==> config.mk <==
export PLATFORM = sky130hd
export DESIGN_NAME = tage_ubit_reset_ctrl
export DESIGN_NICKNAME = d
export VERILOG_FILES = /design/src/rtl/tage_ubit_reset_ctrl.sv
export SDC_FILE = /design/constraint.sdc
export NUM_CORES = 1
export LEC_CHECK = 0
export CORE_ASPECT_RATIO = 0.75
export CORE_UTILIZATION = 40
export CTS_BUF_LIST = sky130_fd_sc_hd__clkbuf_4 sky130_fd_sc_hd__clkbuf_8
export CTS_CLUSTER_SIZE = 8
export DETAILED_ROUTE_END_ITERATION = 10
export GPL_ROUTABILITY_DRIVEN = 0
export GPL_TIMING_DRIVEN = 0
export PLACE_DENSITY = 0.7
export RECOVER_POWER = 50
export REMOVE_ABC_BUFFERS = 1
export SLEW_MARGIN = 40
export SYNTH_ARGS = -nofsm -noshare
export SYNTH_HDL_FRONTEND = slang
export SYNTH_SLANG_ARGS = --single-unit
==> constraint.sdc <==
create_clock -name clk_i -period 2.2 [get_ports clk_i]
set_clock_uncertainty 0.05 [all_clocks]
set_input_delay 0.22 -clock clk_i [delete_from_list [all_inputs] [get_ports clk_i]]
set_output_delay 0.22 -clock clk_i [all_outputs]
set_load 0.05 [all_outputs]
==> src/rtl/tage_ubit_reset_ctrl.sv <==
// Periodic and forced graceful-reset scheduler for TAGE useful (u) counters.
// Counts committed updates and, once per 2^PERIOD_LOG of them, walks every
// table index and clears one u bit per entry, alternating MSB and LSB between
// sweeps. A forced sweep clears both bits. The clear port is shared and
// normal updates win it by withholding reset_gnt_i.
module tage_ubit_reset_ctrl #(
   parameter int unsigned TABLE_DEPTH = 1024,
   parameter int unsigned PERIOD_LOG  = 18,
   parameter int unsigned IDX_W       = $clog2(TABLE_DEPTH)
) (
   input  logic             clk_i,
   input  logic             rst_ni,
   input  logic             update_valid_i,
   input  logic             force_i,
   input  logic             reset_gnt_i,
   output logic             reset_req_o,
   output logic [IDX_W-1:0] reset_idx_o,
   output logic [1:0]       reset_mask_o,
   output logic             busy_o
);

   localparam logic [0:0] IDLE  = 1'b0;
   localparam logic [0:0] SWEEP = 1'b1;

   localparam logic [1:0] MASK_MSB  = 2'b10;
   localparam logic [1:0] MASK_LSB  = 2'b01;
   localparam logic [1:0] MASK_BOTH = 2'b11;
   localparam logic [1:0] MASK_NONE = 2'b00;

   logic [0:0]            state_q, state_d;
   logic [PERIOD_LOG-1:0] cnt_q;
   logic [IDX_W-1:0]      idx_q, idx_d;
   logic [1:0]            mode_q, mode_d;
   logic                  phase_q, phase_d;
   logic                  pend_periodic_q, pend_periodic_d;
   logic                  pend_force_q, pend_force_d;
   logic                  wrap;
   logic                  last_idx;

   assign wrap     = update_valid_i && (&cnt_q);
   assign last_idx = (idx_q == IDX_W'(TABLE_DEPTH - 1));

   // Free-running committed-update counter, active in every state.
   always_ff @(posedge clk_i or negedge rst_ni) begin
      if (!rst_ni) begin
         cnt_q <= '0;
      end else if (update_valid_i) begin
         cnt_q <= cnt_q + PERIOD_LOG'(1);
      end
   end

   // State, sweep bookkeeping and registered outputs.
   always_ff @(posedge clk_i or negedge rst_ni) begin
      if (!rst_ni) begin
         state_q         <= IDLE;
         idx_q           <= '0;
         mode_q          <= MASK_NONE;
         phase_q         <= 1'b1;
         pend_periodic_q <= 1'b0;
         pend_force_q    <= 1'b0;
         reset_req_o     <= 1'b0;
         busy_o          <= 1'b0;
         reset_mask_o    <= MASK_NONE;
      end else begin
         state_q         <= state_d;
         idx_q           <= idx_d;
         mode_q          <= mode_d;
         phase_q         <= phase_d;
         pend_periodic_q <= pend_periodic_d;
         pend_force_q    <= pend_force_d;
         reset_req_o     <= (state_d == SWEEP);
         busy_o          <= (state_d == SWEEP);
         reset_mask_o    <= (state_d == SWEEP) ? mode_d : MASK_NONE;
      end
   end

   assign reset_idx_o = idx_q;

   // Next-state: sweep launch priority (force over periodic), index walk,
   // and merging of events that arrive while a sweep is running.
   always_comb begin
      state_d         = state_q;
      idx_d           = idx_q;
      mode_d          = mode_q;
      phase_d         = phase_q;
      pend_periodic_d = pend_periodic_q;
      pend_force_d    = pend_force_q;

      unique case (state_q)
         IDLE: begin
            if (force_i || pend_force_q) begin
               // A wrap in this cycle is absorbed by the full clear.
               state_d         = SWEEP;
               mode_d          = MASK_BOTH;
               idx_d           = '0;
               pend_force_d    = 1'b0;
               pend_periodic_d = 1'b0;
            end else if (wrap || pend_periodic_q) begin
               state_d         = SWEEP;
               mode_d          = phase_q ? MASK_MSB : MASK_LSB;
               idx_d           = '0;
               pend_periodic_d = 1'b0;
            end
         end
         SWEEP: begin
            if (wrap) begin
               pend_periodic_d = 1'b1;
            end
            if (force_i) begin
               pend_force_d = 1'b1;
            end
            if (reset_gnt_i) begin
               if (last_idx) begin
                  idx_d   = '0;
                  state_d = IDLE;
                  // Only single-bit sweeps advance the MSB/LSB alternation.
                  if (mode_q != MASK_BOTH) begin
                     phase_d = ~phase_q;
                  end
               end else begin
                  idx_d = idx_q + IDX_W'(1);
               end
            end
         end
         default: begin
            state_d = IDLE;
         end
      endcase
   end

endmodule
==> metrics.txt <==
measured slew at the worst slew-check pin 0.645 ns; Leakage 0.856 nW; CP delay by family, top buffers and inverters; root buffer cell clkbuf_8; Fill cells roughly 380; Max-cap violations 0; die area 4510 µm²; final setup fails 0; site row count 20; top-count cell post-synth dfrtp_1; first-pass GRT wire length 5.62 mm; Routed WL per cell ~13 µm; Yosys cell types 38; synthesized flop and latch total 36; routed vias/inst 5.19; post-detail-place hpwl 2.43 mm; area grow syn2layout 20.8%; clock latency on the worst-skew pair 0.29 ns; Synth top cells by count dfrtp_1, nand2_1, xnor2_1, nor2_1, o21ai_0; Core Box Area about 4100 µm²; ratio of cells with drive above 1 in the final layout 9.73%; sequential-to-total area share from yosys stat between 50% and 60%; Peak Freq 0.491 GHz; Critical Path End Type output port; clock sinks 36; asr flop ratio synth 100%; fin util roughly half; H-tree levels 2; max-slew violations 0; CP arrival between 1.5 and 2 ns; io pins 19; Worst Path Buf+Inv 1; post-synth top area share around half; area leader, netlist dfrtp_1; PwrDens approximately 860 nW/µm²; total grt overflow 0; Final Hold Fails 0; CTS tree done; drt initial violations 91; Buffers on Ports 18; maximum VDD drop 0.553 mV; DRC 0; placed cells 231; Crit Path Class reg -> out; post-route clock period utilization a little over 90%; final net count 191; Min Clock Period, post-route 2.04 ns; FF-to-FF End mode_q[0]; Ys Warns 0; flop-to-flop setup slack 0.25 ns; CTS buffer count 5; TritonRoute pass-1 iters 4; status finished clean; setup_tns 0 ns; Die H around 60 µm; Worst path max stage delay 0.89 ns; crit path cell chain clkdlybuf4s50_1; HP Class in -> async; Avg Cell Area, Syn 10.6 µm²; Die Wd 77.2 µm; dominant synthesized flop cell dfrtp_1; fin cells 240; largest net degree at the start of global routing 27; FF/Latch Area approximately 900 µm²; CP required 1.93 ns; r2r worst-path depth 6; slew margin rel. between 50 and 60%; initial antenna violation count 0; starting density of the core between 40% and 50%; CP startpoint kind register; Place WS -0.00338 ns; diodes inserted 0; Worst-path clk slew 0.07 ns; CTS Buffer Depth 2; number of global-route vias before repair between 1000 and 1500; footprint of the multi-input gates 757 µm²; Area contributors post-synth dfrtp_1, xnor2_1, nand4_1; Synth Instances 160; Final WS setup 0.162 ns; top fanout value on the critical path 13; RSZ-0062 raised after global routing no; mapped cell area 1700 µm²; r2r startpoint cnt_q[0]; total number of vias 1245; Antenna Violating Nets Remaining 0; gr usage total 16.5%; post-CTS setup buffers 0; Post-synth EDFFs 0; Routed WL 3.24 mm; slowest CP cell clkdlybuf4s50_1
==> metal layers <==
metal	GRT usage [%]	wire (µm)
met5	0	0
met4	5.66	16
met2	23.5	1470
met3	6.05	155
met1	23.2	1590
==> registers in the layout, indices dropped and copies added (netlist names) <==
signal / cells
cnt_q: 18
reset_idx_o: 10
mode_q: 2
reset_mask_o: 2
pend_force_q: 1
pend_periodic_q: 1
phase_q: 1
state_q: 1
==> what timing repair did <==
action                                  4_1_cts  5_1_grt
hold buffers                                  1        0
gates resized for setup                       0        1
endpoints found under the hold margin        10        0
endpoints found under the setup margin        0        3
==> layout by cell type, fill, tap and decap left out, types with 3 or more instances in the layout <==
cell type / instances
a21oi_1: 5
and3_1: 4
clkbuf_8: 5
clkdlybuf4s50_1: 16
dfrtp_1: 35
inv_1: 6
nand2_1: 14
nand3_1: 6
nand4_1: 9
nor2_1: 11
nor2b_1: 3
nor3_1: 3
o21ai_0: 10
o31ai_1: 3
xnor2_1: 13
xor2_1: 6
==> how the worst max path moves through the flow <==
stage | start | endpoint | slack [ns] | cells past startpoint
floorplan | state_q | phase_q | 0.02 | 4
global placement | update_valid_i | mode_q[1] | 0.05 | 6
detailed placement | update_valid_i | mode_q[0] | -0.003 | 6
CTS | cnt_q[0] | mode_q[0] | 0.1 | 6
global route | cnt_q[0] | mode_q[0] | 0.04 | 6
finish | state_q | busy_o | 0.16 | 1
==> layout make-up <==
class                   instances  area share, %
flip-flops and latches         36           44.0
clock buffers                   5           3.36
clock inverters                 3           2.07
multi-input cells             115           36.9
repair buffers                 20           9.21
well taps                      55           3.36
inverters                       6           1.10
==> cell families (layout without fill, tap and decap cells) <==
| family | after synthesis | after routing | share of synthesized area [%] |
|---|---|---|---|
| simple gates | 61 | 61 | 19.6 |
| xor+xnor | 19 | 19 | 9.80 |
| fa+ha+maj | 2 | 2 | 1.47 |
| mux | 1 | 1 | 0.663 |
| buf+inv | 9 | 34 | 2.36 |
| compound gates | 32 | 32 | 13.0 |
| flops | 36 | 36 | 53.1 |
==> power breakdown <==
part / leakage, nW / internal [mW] / switching, mW
combinational: 0.344 / 0.140 / 0.198
sequential: 0.458 / 0.752 / 0.0991
clock: 0.0541 / 0.335 / 0.237
total: 0.856 / 1.23 / 0.534
==> stage by stage <==
step | power [mW] | cell area (µm²) | hold slack [ns]
finish | 1.76 | 2050 | 0.380
global route | 1.86 | 2050 | 0.441
CTS | 1.78 | 2070 | 0.295
detailed placement | 1.21 | 1950 | 0.0660
global placement | 1.18 | 1930 | 0.410
floorplan | 1.08 | 1680 | -0.126
Power figures use the tool's default switching activity.
